`config.mk`:
```
export PLATFORM = sky130hd
export DESIGN_NAME = jtframe_sdram_arb
export DESIGN_NICKNAME = d
export VERILOG_FILES = /design/src/rtl/jtframe_sdram_arb.sv
export SDC_FILE = /design/constraint.sdc
export NUM_CORES = 1
export LEC_CHECK = 0
export ABC_AREA = 1
export BUFFER_PORTS_ARGS = -buffer_cell sky130_fd_sc_hd__buf_2
export CAP_MARGIN = 20
export CORE_MARGIN = 1.5
export CORE_UTILIZATION = 50
export CTS_CLUSTER_DIAMETER = 50
export DETAILED_ROUTE_END_ITERATION = 10
export GPL_TIMING_DRIVEN = 0
export MAX_ROUTING_LAYER = met4
export PLACE_DENSITY = 0.86
export SYNTH_ARGS = -nofsm -noshare
export SYNTH_HDL_FRONTEND = slang
export SYNTH_SLANG_ARGS = --single-unit
```
`constraint.sdc`:
```
create_clock -name clk -period 3.1 [get_ports clk]
set_clock_uncertainty 0.2 [all_clocks]
set_input_delay 0.62 -clock clk [delete_from_list [all_inputs] [get_ports clk]]
set_output_delay 0.62 -clock clk [all_outputs]
set_load 0.01 [all_outputs]
```
`src/rtl/jtframe_sdram_arb.sv`:
```
// Round-robin arbiter sharing one SDRAM read channel between SLOTS ROM requesters.
// Optional watchdog enabled by defining JTFRAME_SDRAM_ARB_TIMEOUT_EN.
module jtframe_sdram_arb #(
    parameter int SLOTS = 4,
    parameter int AW    = 22
) (
    input  logic                clk,
    input  logic                rst_n,
    input  logic                loop_rst,
    input  logic [SLOTS-1:0]    slot_req,
    input  logic [SLOTS*AW-1:0] slot_addr,
    output logic [SLOTS-1:0]    slot_ok,
    output logic [SLOTS*32-1:0] slot_dout,
    output logic                sdram_req,
    output logic [AW-1:0]       sdram_addr,
    input  logic                sdram_ack,
    input  logic                data_rdy,
    input  logic [31:0]         data_read,
    output logic                refresh_en,
    output logic                timeout_err
);

    localparam int PW = (SLOTS > 1) ? $clog2(SLOTS) : 1;

    typedef enum logic [1:0] {StIdle, StReq, StWait} state_t;

    state_t              state_q, state_d;
    logic [PW-1:0]       ptr_q, ptr_d, grant_q, grant_d, gsel, grant_nxt, idx;
    logic                found, req_d, ref_d, done, hit, expired, tmo_set, tmo_q;
    logic [AW-1:0]       addr_d, gaddr;
    logic [SLOTS*AW-1:0] addr_q;
    logic [SLOTS-1:0]    pending, ok_d;

    assign pending   = slot_req & ~slot_ok;
    assign grant_nxt = (grant_q == PW'(SLOTS - 1)) ? '0 : grant_q + PW'(1);
    assign gaddr     = slot_addr[grant_q*AW +: AW];
    assign hit       = done && slot_req[grant_q] && (gaddr == sdram_addr);

    // Walk downward so the pending slot closest to ptr is the last (winning) assignment
    always_comb begin
        found = 1'b0;
        gsel  = ptr_q;
        idx   = '0;
        for (int k = SLOTS - 1; k >= 0; k--) begin
            idx = PW'((int'(ptr_q) + k) % SLOTS);
            if (pending[idx]) begin
                found = 1'b1;
                gsel  = idx;
            end
        end
    end

    always_comb begin
        state_d = state_q;
        ptr_d   = ptr_q;
        grant_d = grant_q;
        req_d   = sdram_req;
        addr_d  = sdram_addr;
        ref_d   = refresh_en;
        done    = 1'b0;
        tmo_set = 1'b0;
        if (loop_rst) begin
            state_d = StIdle;
            req_d   = 1'b0;
            ref_d   = 1'b1;
            ptr_d   = '0;
        end else begin
            case (state_q)
                StIdle: begin
                    if (found) begin
                        grant_d = gsel;
                        addr_d  = slot_addr[gsel*AW +: AW];
                        req_d   = 1'b1;
                        ref_d   = 1'b0;
                        state_d = StReq;
                    end else begin
                        ref_d = 1'b1;
                    end
                end
                StReq: begin
                    if (sdram_ack) begin
                        req_d = 1'b0;
                        if (data_rdy) begin
                            done    = 1'b1;
                            ptr_d   = grant_nxt;
                            state_d = StIdle;
                        end else begin
                            state_d = StWait;
                        end
                    end else if (expired) begin
                        req_d   = 1'b0;
                        tmo_set = 1'b1;
                        ptr_d   = grant_nxt;
                        state_d = StIdle;
                    end
                end
                StWait: begin
                    if (data_rdy) begin
                        done    = 1'b1;
                        ptr_d   = grant_nxt;
                        state_d = StIdle;
                    end else if (expired) begin
                        tmo_set = 1'b1;
                        ptr_d   = grant_nxt;
                        state_d = StIdle;
                    end
                end
                default: state_d = StIdle;
            endcase
        end
    end

    // ok drops when the request falls or the address moves away from last cycle's value
    always_comb begin
        ok_d = '0;
        for (int i = 0; i < SLOTS; i++) begin
            ok_d[i] = slot_ok[i] & slot_req[i]
                    & (slot_addr[i*AW +: AW] == addr_q[i*AW +: AW]);
        end
        if (hit) ok_d[grant_q] = 1'b1;
        if (loop_rst) ok_d = '0;
    end

`ifdef JTFRAME_SDRAM_ARB_TIMEOUT_EN
    logic [7:0] cnt_q, cnt_d;

    assign expired = (cnt_q == 8'd254);

    // Restarts on every state change so REQ and WAIT each get their own budget
    always_comb begin
        cnt_d = '0;
        if (!loop_rst && state_q != StIdle && state_d == state_q) cnt_d = cnt_q + 8'd1;
    end

    always_ff @(posedge clk or negedge rst_n) begin
        if (!rst_n) cnt_q <= '0;
        else        cnt_q <= cnt_d;
    end
`else
    assign expired = 1'b0;
`endif

    assign timeout_err = tmo_q;

    always_ff @(posedge clk or negedge rst_n) begin
        if (!rst_n) begin
            state_q    <= StIdle;
            ptr_q      <= '0;
            grant_q    <= '0;
            sdram_req  <= 1'b0;
            sdram_addr <= '0;
            refresh_en <= 1'b1;
            slot_ok    <= '0;
            slot_dout  <= '0;
            addr_q     <= '0;
            tmo_q      <= 1'b0;
        end else begin
            state_q    <= state_d;
            ptr_q      <= ptr_d;
            grant_q    <= grant_d;
            sdram_req  <= req_d;
            sdram_addr <= addr_d;
            refresh_en <= ref_d;
            slot_ok    <= ok_d;
            addr_q     <= slot_addr;
            tmo_q      <= tmo_q | tmo_set;
            if (hit) slot_dout[grant_q*32 +: 32] <= data_read;
        end
    end

endmodule

```
Word-level counts from Yosys, hierarchy flattened
Index checks and enable logic that the tools add are counted.
{"block": "op_classes", "n_lt_le_gt_ge": 6, "addsub": 5, "shift": 4, "multipliers": 2, "reduce_logical": 11, "n_eq_ne": 11, "n_mux": 45, "bitwise_logic": 12}
{"cell": "variable part select 88 x 8 -> 22 bit", "n": 2}
{"cell": "bitwise mux 128 bit", "n": 1}
{"cell": "variable shift 32 x 34 -> 128 bit, first input constant", "n": 1}
{"cell": "variable part select 32 x 34 -> 128 bit", "n": 1}
{"cell": "== test 22 bit", "n": 5}
{"cell": "negator 7 -> 34 bit", "n": 1}
{"cell": "two-way mux 2 bit", "n": 13}
{"cell": "two-way mux 1 bit", "n": 19}
{"cell": "less-than comparator 2 x 3 -> 1 bit, second input constant", "n": 5}
{"cell": "multiplier 2 x 4 -> 6 bit, second input constant", "n": 2}
{"cell": "binary-select mux 1 bit (select 2 bit)", "n": 5}
{"cell": "inequality test 3 bit, second input constant", "n": 3}
{"cell": "AND reduction 3 bit", "n": 3}
{"cell": "bitwise AND 1 bit", "n": 8}
{"cell": "two-way mux 4 bit", "n": 2}
{"cell": "one-hot mux 2 bit (3 select lines)", "n": 1}
{"cell": "nonzero test 3 bit", "n": 2}
{"cell": "adder 2 x 1 -> 2 bit, second input constant", "n": 2}
{"cell": "adder 2 bit, second input constant", "n": 2}
{"cell": "bitwise AND 4 bit", "n": 1}
{"cell": "== test 2 bit, second input constant", "n": 2}
{"cell": "inverter 4 bit", "n": 1}
{"cell": "OR 4 bit", "n": 1}
{"cell": "one-hot mux 1 bit (2 select lines)", "n": 2}
{"cell": "other kinds (9)", "n": 11}
{"block": "totals", "out_inout_bits": 157, "word_cells": 105, "reg_bits": 250, "inputBits": 129}

Longest topological paths before layout
Gate-level depths: netlist of the first run.
{"block": "logic_depth", "ltp_word": 11, "mapped_depth": 17, "mapped_depth_nobuf": 15}

Worst setup path before layout of the first run
Ideal clock, no wire load.
{"block": "synth_path", "kind": "register -> register", "start": "reg grant_q[0]", "end": "reg slot_dout[10]", "n_path_buf": 5, "period_less_slack_ps": 2490, "arrival_ps": 2223, "stages_incl_launch_ff": 13, "setup_ps": 66, "setup_slack_ps": 610, "t_required_ps": 2834, "path_cell_list": "dfrtp_1 -> buf_2 -> inv_2 -> buf_6 -> buf_4 -> clkbuf_1 -> ha_1 -> inv_1 -> nand3_1 -> clkbuf_1 -> nor2_1 -> nand4_1 -> nand2_1"}
{"block": "synth_between", "elab_chain_cells": 4, "word_cells_on_any_way": 11, "cone_classes": "1 x add/sub; 1 x mul; 1 x eq/ne; 3 x shift; 3 x mux; 2 x reduce/logical"}
{"item": "start: declaration", "line": "28", "text": "logic [PW-1:0] ptr_q, ptr_d, grant_q, grant_d, gsel, grant_nxt, idx;"}
{"item": "start signal: assignment", "line": "160", "text": "grant_q <= grant_d;"}
{"item": "multiplier 2 x 4 -> 6 bit or binary-select mux 1 bit (select 2 bit) (tied branches)", "line": "36, 37"}
{"item": "variable part select 88 x 8 -> 22 bit or two-way mux 1 bit (tied branches)", "line": "36, 37"}
{"item": "== test 22 bit or logical AND 1 bit (tied branches)", "line": "37", "text": "assign hit = done && slot_req[grant_q] && (gaddr == sdram_addr);"}
{"item": "logical AND 1 bit", "line": "37"}
{"item": "end signal: indexed assignment", "line": "167", "text": "if (hit) slot_dout[grant_q*32 +: 32] <= data_read;"}
{"item": "end: declaration", "line": "13", "text": "output logic [SLOTS*32-1:0] slot_dout,"}
Several ways; a longest one is shown, not always the timed one. The select of a mux whose other input is x is not followed.
A chain may end at the register's enable or synchronous reset.

Worst setup path after layout of the first run
{"block": "layout_path", "start": "reg ptr_q[0]", "end": "reg sdram_addr[11]"}
{"block": "layout_between", "elab_chain_cells": 9, "word_cells_on_any_way": 22, "cone_classes": "3 x add/sub; 1 x mul; 1 x shift; 16 x mux; 1 x reduce/logical"}
{"item": "start: declaration", "line": "28"}
{"item": "start signal: assignment", "line": "159", "text": "ptr_q <= ptr_d;"}
{"item": "adder 2 bit", "line": "45", "text": "idx = PW'((int'(ptr_q) + k) % SLOTS);"}
{"item": "binary-select mux 1 bit (select 2 bit)", "line": "46", "text": "if (pending[idx]) begin"}
{"item": "two-way mux 1 bit (not written as such)", "line": "46"}
{"item": "two-way mux 2 bit (4 in a row)", "line": "46"}
{"item": "multiplier 2 x 4 -> 6 bit", "line": "72", "text": "addr_d = slot_addr[gsel*AW +: AW];"}
{"item": "variable part select 88 x 8 -> 22 bit", "line": "72"}
{"item": "end signal: assignment", "line": "162", "text": "sdram_addr <= addr_d;"}
{"item": "end: declaration", "line": "15", "text": "output logic [AW-1:0] sdram_addr,"}
Several ways; a longest one is shown, not always the timed one. The select of a mux whose other input is x is not followed.

==> flow_summary_export.csv, run 1 <==
group,metric,value,unit
run_status,run_status,"finished clean",
global_routing,grt_usage,36.73,%
clocking,clockBufferDepth,3,
logic_synthesis,seq_area_frac_synth,47.78,%
logic_synthesis,synth_xor_xnor_area_share,2.943,%
global_routing,grt_pass1_vias,12740,
global_routing,grt_pass1_wl,72860,µm
sta,max-slew-margin-rel,58.64,%
sta,fin_crit,2996,ps
place,dp_hpwl,37220,µm
finish,area_growth,23.52,%
sta,rsz0062_at_grt,"true",
finish,final_common_cell,"nand2_1",
logic_synthesis,synth_mux_area_share,0,%
run,cap_viol_max_count,0,
die,fp.dieH,164.8,µm
worst_setup_path,required,3320,ps
sta,hold_viol,0,
place,placed_cell_area,15000,µm²
place,preCtsSetupSlack,-139.1,ps
sta,fin_ws,104.1,ps
clocking,clkLatencyLatePin,560,ps
die,fp.coreArea,25910,µm²
hold_path,hold_class,"input port to flip-flop",
logic_synthesis,synth_area,13100,µm²
logic_synthesis,synthArstFlopShare,100.0,%
worst_setup_path,cp_max_fo,10,
place,io_buffers,283,
worst_setup_path,critical_path_buf_inv_count,4,
global_routing,grt_start_max_net_pins,116,
logic_synthesis,synth_top_area_share,47.58,%
worst_setup_path,cp-start-kind,"flip-flop",
logic_synthesis,synth_top_cell_by_area,"dfrtp_1",
logic_synthesis,synth_top_family_by_area,"simple AND/OR/NAND/NOR gates",
clocking,numCtsBuffers,31,
logic_synthesis,syn_inst,1689,
logic_synthesis,yosys_warnings,0,
clocking,htree_levels,1,
finish,final_cell_mix,"521 x nand2_1, 328 x buf_2, 248 x dfrtp_1, 148 x nor2_1, 146 x nand3_1",
drt,dr.pass1.iters,7,
worst_setup_path,crit_family,"simple AND/OR/NAND/NOR gates",
sta,fmax,333.8,MHz
sta,finalCritPeriodShare,96.64,%
drt,dr.first_iter.drc_count,1876,
logic_synthesis,synth.net_count,1828,
worst_setup_path,cpPeakStageDelay,460,ps
clocking,clkTransAtPathRegs,60,ps
logic_synthesis,yosys.area_share.simple,36.18,%
drt,viasPerCell,5.825,
die,fp-row-count,59,
power,p_per_area,838.2,nW/µm²
finish,ff_latch_area,6259,µm²
die,start_util,50.54,%
power,ir_worst_vdd,0.5811,mV
worst_setup_path,crit_type,"flip-flop to flip-flop",
logic_synthesis,syn_area_per_cell,7.754,µm²
drt,wire_per_inst,20.33,µm
worst_setup_path,critPathSlowestCell,"a21oi_1",
worst_setup_path,crit_path_cell_trace,"buf_2 -> inv_2 -> nand3_1 -> nand2_1 -> nand2_1 -> nand2_1 -> nor2_1 -> a21oi_1 -> inv_1 -> nor2_1 -> buf_2 -> nand3_1 -> o21ai_0 -> nor2_1",
sta,hold_ws,15.41,ps
sta,setup-violations-final,0,
worst_setup_path,end_kind,"flip-flop",
logic_synthesis,synth_compound_area_share,4.557,%
global_routing,antenna_found_initial,2,
die,die-area,27170,µm²
place,place.gp.congestion,1.054,
logic_synthesis,synthTopCellsByArea,"dfrtp_1 48%, nand2_1 15%, nand4_1 6.6%",
logic_synthesis,synth_edf_count,0,
finish,finalInstanceArea,16180,µm²
clocking,clock-sinks,250,
sta,drv_slew,0,
worst_setup_path,arrival,3220,ps
logic_synthesis,ys_ff_latch,250,
finish,fin_nets,2150,
clocking,cts_tree,"built",
global_routing,overflow,0,
clocking,ctsRootBufferMaster,"clkbuf_16",
logic_synthesis,synth_ff_type,"dfrtp_1",
finish,multi_input_area,5882,µm²
sta,tightest_slew,614.7,ps
drt,vias,13820,
drt,postRouteAntennaNets,0,
die,io_pins,286,
logic_synthesis,synthDistinctLibCells,38,
finish,drive_gt1_share,21.41,%
die,die_width,164.8,µm
finish,fillers,2267,
worst_setup_path,r2r_slack,100,ps
logic_synthesis,synthAdderAreaFrac,0.9554,%
drt,wl,48250,µm
power,leakagePower,8.911,nW
drt,drc,0,
[cell type report]
cell class / instances / area share [%]
inverters: 116 / 2.692
plain buffers: 109 / 3.542
clock buffers: 41 / 5.461
clock inverters: 17 / 1.199
multi-input cells: 1213 / 36.36
well taps: 335 / 2.591
repair buffers: 290 / 9.436
diodes: 2 / 0.03094
flip-flops and latches: 250 / 38.69
[logic make-up after synthesis]
logic type | after synthesis
AOI/OAI and AO/OA | 96
buffers and inverters | 226
xor gates and xnor gates | 44
and+or+nand+nor | 1062
DFF | 250
adders and majority gates | 10
other | 1
[cells in the mapped netlist, types with 4 or more instances]
| master | count |
|---|---|
| nand3b_1 | 14 |
| clkbuf_1 | 43 |
| ha_1 | 10 |
| o21ai_1 | 4 |
| a22o_1 | 8 |
| a21oi_1 | 14 |
| nand4_1 | 139 |
| o2111ai_1 | 4 |
| or2_2 | 5 |
| dfrtp_1 | 249 |
| nor3_1 | 66 |
| inv_1 | 113 |
| xor2_1 | 21 |
| a211oi_1 | 6 |
| buf_2 | 51 |
| buf_6 | 8 |
| nand2_1 | 522 |
| o22ai_1 | 15 |
| buf_4 | 4 |
| o21ai_0 | 34 |
| nor4_1 | 8 |
| xnor2_1 | 23 |
| a221oi_1 | 7 |
| nand3_1 | 147 |
| nor2_1 | 150 |
[layer usage]
metal | track usage [%] | vias up | wire length (µm)
met5 | - | - | 0
met1 | 50.11 | 6567 | 19560
met2 | 54.37 | 855 | 21580
li1 | - | 6246 | -
met4 | 15.11 | 0 | 2163
met3 | 6.228 | 155 | 4945
[timing repair]
action / in CTS / in global routing
buffers inserted: 0 / 2
hold buffers: 3 / 0
hold endpoints to repair: 34 / 0
pin swaps: 0 / 1
resized for setup: 1 / 28
setup endpoints to repair: 99 / 137
[where the power goes]
group / internal [mW] / switching, mW / total (mW)
registers: 3.53 / 0.296 / 3.83
logic: 1.75 / 4.23 / 5.98
clock network: 2.27 / 1.48 / 3.75
total: 7.55 / 6.01 / 13.6
[flip-flops by register name (all words and copies together) (netlist names)]
register	count
state_q	2
grant_q	2
refresh_en	1
addr_q	88
sdram_req	1
sdram_addr	22
ptr_q	2
slot_dout	128
slot_ok	4
[worst paths after layout]
kind,start,endpoint,depth (start not counted)
setup / recovery,ptr_q[0],sdram_addr[11],14
hold / removal,slot_addr[11],addr_q[11],1
setup reg to reg,ptr_q[0],sdram_addr[11],14
hold reg to reg,slot_dout[19],slot_dout[19],2
max in group asynchronous,rst_n,sdram_addr[11],4
min in group asynchronous,rst_n,slot_dout[6],2
[per-stage QoR]
stage          power [mW]  std cells  setup TNS (ps)  utilization (%)
6_report            13.56       2373               0            62.43
3_5_place_dp        9.577       2309           -4206            57.88
4_1_cts             13.32       2370               0            62.16
3_3_place_gp        9.468       2307         -767100            57.63
2_1_floorplan       7.643       1689               0                -
5_1_grt             14.30       2373          -55.80            62.43
No activity file was read; power rests on OpenSTA's default activity.
==> run 2, diff against run 1 <==
--- a/config.mk
+++ b/config.mk
@@ -6,7 +6,7 @@
 export NUM_CORES = 1
 export LEC_CHECK = 0
 export ABC_AREA = 1
-export BUFFER_PORTS_ARGS = -buffer_cell sky130_fd_sc_hd__buf_2
+export BUFFER_PORTS_ARGS = -buffer_cell sky130_fd_sc_hd__buf_4
 export CAP_MARGIN = 20
 export CORE_MARGIN = 1.5
 export CORE_UTILIZATION = 50
==> run 2 against run 1 <==
  * Worst hold slack got worse by 7.1 ps
  * Clock power rose by 1%
  * Sequential share of layout area fell by 3.2 points
  * Sequential cell count did not move
  * Count of clock-buffer cells in the layout fell by 3
  * Fmax fell by 0.35%
  * Die area did not move
  * Via count rose by 4.9%
  * Critical path type unchanged
  * Critical endpoint is now slot_dout[107]
  * Largest cell class unchanged
  * Largest power group unchanged
==> flow_summary_export.csv, run 2 (synthesis results as in run 1) <==
group,metric,value,unit
run_status,run_status,"finished clean",
hold_path,min_path_cells,1,
global_routing,grt_pass1_wl,77050,µm
clocking,ctsRootBufferMaster,"clkbuf_16",
clocking,cts_tree,"built",
power,leakagePower,9.322,nW
finish,finalInstanceArea,17630,µm²
sta,fmax,332.6,MHz
worst_setup_path,cp_max_fo,10,
drt,drc,0,
power,p_per_area,789.6,nW/µm²
power,ir_worst_vdd,0.6248,mV
hold_path,min_from,"slot_addr[43]",
die,io_pins,286,
worst_setup_path,crit_path_cell_trace,"buf_2 -> buf_2 -> clkbuf_4 -> o21ai_1 -> nand2_1 -> and3_1 -> nand3_1 -> nor2_1 -> buf_2 -> nand4_1 -> nand2_1",
die,fp.dieH,164.8,µm
place,dp_hpwl,37970,µm
sta,rsz0062_at_grt,"true",
power,report.power.total,13.92,mW
finish,final_common_cell,"nand2_1",
place,placed_cell_area,15700,µm²
place,place.gp.congestion,1.004,
clocking,clkLatencyLatePin,580,ps
finish,final_cell_mix,"521 x nand2_1, 286 x buf_4, 249 x dfrtp_1, 148 x nor2_1, 145 x nand3_1",
worst_setup_path,required,3420,ps
sta,tightest_slew,700.7,ps
worst_setup_path,arrival,3320,ps
drt,vias,14510,
sta,max-slew-margin-rel,52.85,%
finish,largest_reg_flops,128,
worst_setup_path,path_common_cell,"buf_2",
clocking,clkTransAtPathRegs,60,ps
global_routing,grt_pass1_vias,13470,
worst_setup_path,critPathSlowestCell,"nor2_1",
worst_setup_path,cp-start-kind,"flip-flop",
worst_setup_path,critPathLaunch,"grant_q[0]",
drt,postRouteAntennaNets,0,
die,start_util,50.54,%
sta,finalCritPeriodShare,96.98,%
worst_setup_path,cpPeakStageDelay,470,ps
drt,viasPerCell,5.943,
run,cap_viol_max_count,0,
finish,drive_gt1_share,20.43,%
die,die-area,27170,µm²
worst_setup_path,crit_type,"flip-flop to flip-flop",
finish,fin_nets,2221,
die,fp-row-count,59,
drt,dr.first_iter.drc_count,1968,
clocking,htree_levels,1,
die,fp.coreArea,25910,µm²
finish,top_register,"slot_dout",
drt,wire_per_inst,21.37,µm
worst_setup_path,reg2reg_depth,11,
global_routing,grt_usage,39.00,%
finish,fin_util,68.05,%
drt,dr.pass1.iters,6,
die,die_width,164.8,µm
global_routing,grt_start_max_net_pins,109,
finish,area_growth,34.64,%
sta,hold_ws,8.321,ps
sta,fin_crit,3006,ps
sta,setup-violations-final,0,
drt,wl,52160,µm
clocking,numCtsBuffers,31,
global_routing,antenna_found_initial,1,
worst_setup_path,r2r-start,"grant_q[0]",
finish,fillers,1989,
worst_setup_path,end_kind,"flip-flop",
clocking,clock-sinks,250,
hold_path,hold_class,"input port to flip-flop",
finish,largestRegisters,"slot_dout: 128 flops, addr_q: 88 flops, sdram_addr: 22 flops",
place,io_buffers,283,
global_routing,overflow,0,
sta,hold_viol,0,
clocking,clockBufferDepth,3,
sta,drv_slew,0,
## run 2: cell types whose count changed in the layout (fill, tap and decap cells not counted), moves of 3 or more
cell / before / now
buf_2: 328 / 43
buf_4: 7 / 286
clkbuf_1: 39 / 44
clkbuf_2: 7 / 4
clkbuf_4: 3 / 7
clkbuf_8: 7 / 3
clkinv_4: 0 / 4
dlygate4sd3_1: 3 / 75
## run 2: per-stage QoR
stage / setup WS (ps) / setup TNS, ps / std cells
after floorplan: 610.4 / 0 / 1689
after global placement: -724.9 / -172010 / 2307
after detailed placement: -149.1 / -4932 / 2309
after CTS: 49.86 / 0 / 2439
after global routing: -15.80 / -40.68 / 2441
final: 93.61 / 0 / 2441
## run 2: power by group
part           switching [mW]  internal (mW)  total (mW)
Combinational            4.36           1.94        6.29
Sequential              0.311           3.53        3.84
Clock                    1.52           2.27        3.79
## run 2: worst max-delay path: cells and delay by family (launching register included)
family	cells	cell delay (ps)
AOI/OAI and AO/OA	1	80
and+or+nand+nor	6	1130
DFF	1	410
buffers and inverters	4	1120
## run 2: layer usage
layer	wire (µm)	track usage, %	vias up
li1	-	-	6388
met1	20690	52.92	6927
met2	23300	57.93	981
met3	5299	5.525	211
met4	2866	18.18	0
met5	0	-	-
## run 2: final timing paths
path | end | slack, ps
max in group asynchronous | addr_q[34] | 1490
setup / recovery | slot_dout[107] | 90
hold / removal | addr_q[43] | 8
hold reg to reg | slot_dout[30] | 280
setup reg to reg | slot_dout[107] | 90
min in group asynchronous | slot_dout[6] | 310
## run 2: final cells by class
class	count	area, µm²	share of cell area, %
sequential	250	6257	35.49
multi-input combinational	1213	5917	33.56
timing repair buffer	361	2945	16.70
clock buffer	38	832.0	4.719
buffer	109	580.6	3.292
inverter	116	435.4	2.469
tap	335	419.2	2.377
clock inverter	18	244.0	1.384
antenna	1	2.502	0.01419
## run 2: timing repair
action,4_1_cts,5_1_grt
pin swaps,0,1
endpoints found under the setup margin,109,133
hold endpoints to repair,110,1
cloned,0,0
buffers inserted,0,1
hold buffers,74,1
gates resized for setup,3,27
==> run 3, diff against run 2 <==
==> constraint.sdc (replaced) <==
create_clock -name clk -period 3 [get_ports clk]
set_clock_uncertainty 0.2 [all_clocks]
set_input_delay 0.6 -clock clk [delete_from_list [all_inputs] [get_ports clk]]
set_output_delay 0.6 -clock clk [all_outputs]
set_load 0.01 [all_outputs]
==> run 3 against run 2 <==
  * Power rose by 4.3%
  * Clock power rose by 3%
  * Sequential share of layout area fell by 0.44 points
==> flow_summary_export.csv, run 3 (synthesis results as in run 1) <==
group,metric,value,unit
run_status,run_status,"finished clean",
power,leakagePower,9.416,nW
finish,multi_input_area,5944,µm²
worst_setup_path,end_kind,"flip-flop",
sta,setup-violations-final,0,
clocking,cts_tree,"built",
clocking,clockBufferDepth,3,
worst_setup_path,crit_type,"flip-flop to flip-flop",
drt,wl,53060,µm
finish,ff_latch_area,6257,µm²
sta,fin_crit,2868,ps
worst_setup_path,r2r-start,"grant_q[1]",
finish,fillers,1958,
clocking,numCtsBuffers,31,
worst_setup_path,arrival,3170,ps
worst_setup_path,r2r_slack,130,ps
finish,final_cell_mix,"520 x nand2_1, 291 x buf_4, 249 x dfrtp_1, 147 x nor2_1, 144 x nand3_1",
worst_setup_path,reg2reg_depth,15,
finish,fin_util,68.90,%
sta,fmax,348.6,MHz
finish,drive_gt1_share,20.64,%
place,placed_cells,2309,
drt,vias,14630,
place,io_buffers,283,
worst_setup_path,required,3300,ps
finish,final_common_cell,"nand2_1",
clocking,clkTransAtPathRegs,60,ps
power,p_per_area,813.2,nW/µm²
finish,final_cells,2458,
clocking,clock-sinks,250,
global_routing,grt_pass1_vias,13680,
global_routing,overflow,0,
die,start_util,50.54,%
die,fp.dieH,164.8,µm
sta,max-slew-margin-rel,55.85,%
hold_path,hold_end,"ptr_q[1]",
die,die-area,27170,µm²
global_routing,grt_pass1_wl,78230,µm
finish,area_growth,36.31,%
finish,fin_nets,2238,
power,ir_worst_vdd,0.6454,mV
global_routing,grt_start_max_net_pins,109,
sta,finalCritPeriodShare,95.61,%
drt,wire_per_inst,21.59,µm
global_routing,grt_usage,39.58,%
drt,viasPerCell,5.952,
place,place.gp.congestion,1.004,
sta,fin_tns_setup,0,ps
hold_path,min_from,"data_rdy",
global_routing,antenna_found_initial,1,
drt,postRouteAntennaNets,0,
hold_path,hold_class,"input port to flip-flop",
die,die_width,164.8,µm
worst_setup_path,cp-start-kind,"flip-flop",
sta,hold_viol,0,
sta,drv_slew,0,
place,preCtsSetupSlack,-249.1,ps
power,report.power.total,14.52,mW
finish,largestRegisters,"slot_dout: 128 flops, addr_q: 88 flops, sdram_addr: 22 flops",
finish,largest_reg_flops,128,
run,cap_viol_max_count,0,
worst_setup_path,cp_max_fo,10,
hold_path,min_path_cells,3,
finish,top_register,"slot_dout",
die,fp.coreArea,25910,µm²
clocking,ctsRootBufferMaster,"clkbuf_16",
die,fp-row-count,59,
place,dp_hpwl,37970,µm
sta,fin_ws,131.6,ps
drt,dr.pass1.iters,9,
die,io_pins,286,
sta,tightest_slew,656.2,ps
clocking,clkLatencyLatePin,580,ps
clocking,htree_levels,1,
drt,dr.first_iter.drc_count,1978,
drt,drc,0,
worst_setup_path,reg2reg_to,"slot_dout[77]",
## run 3: changes by cell type in the layout (fill, tap and decap cells not counted), sizes merged
cell	previous run	this run
buf	344	346
dlygate4sd3	75	89
clkbuf	89	90
## run 3: metrics by stage
stage                     cell area (µm²)  hold slack [ps]
final                               17850            203.8
after global routing                17850            227.4
after CTS                           17700            185.0
after detailed placement            15700            264.0
after global placement              15640            256.5
after floorplan                     13100            104.4
## run 3: critical path, cell delays in order, from the launching register on
cell and delay (ps):
dfrtp_1 410, clkbuf_4 220, inv_2 120, buf_4 180
nand3_1 110, nand2_1 120, xor2_2 270, nand2_1 90
nor2_1 90, nand3_1 110, nor2_4 170, buf_12 140
buf_8 170, buf_6 160, nand4_1 110, nand2_1 100
## run 3: layer usage
layer,wire (µm),vias to the layer above,track usage [%]
met5,0,-,-
met4,2932,0,18.06
met3,5642,221,7.032
met2,23620,1014,59.42
met1,20870,6974,52.39
li1,-,6422,-
## run 3: timing repair
| action | 4_1_cts | 5_1_grt |
|---|---|---|
| gates resized for setup | 6 | 39 |
| cloned | 0 | 0 |
| setup buffers | 2 | 2 |
| hold endpoints to repair | 125 | 0 |
| pin swaps | 1 | 1 |
| hold buffers | 89 | 0 |
| endpoints found under the setup margin | 122 | 141 |
## run 3: final cells by class
type	instances	share of cell area, %
clock buffer	38	4.661
timing repair buffer	378	17.48
inverter	116	2.439
multi-input combinational	1213	33.30
buffer	109	3.343
tap	335	2.348
antenna	1	0.01402
sequential	250	35.05
clock inverter	18	1.367
## run 3: how the worst max path moves through the flow
stage | endpoint | slack (ps) | startpoint
after CTS | slot_dout[127] | 40 | grant_q[0]
after floorplan | slot_dout[10] | 510 | grant_q[0]
after detailed placement | slot_dout[30] | -250 | grant_q[0]
after global routing | slot_dout[18] | -20 | grant_q[1]
after global placement | addr_q[2] | -800 | rst_n
final | slot_dout[77] | 130 | grant_q[1]
## run 3: power by group
part / switching (mW) / internal, mW / total (mW)
clock network: 1.57 / 2.35 / 3.92
registers: 0.312 / 3.65 / 3.96
logic: 4.58 / 2.05 / 6.64
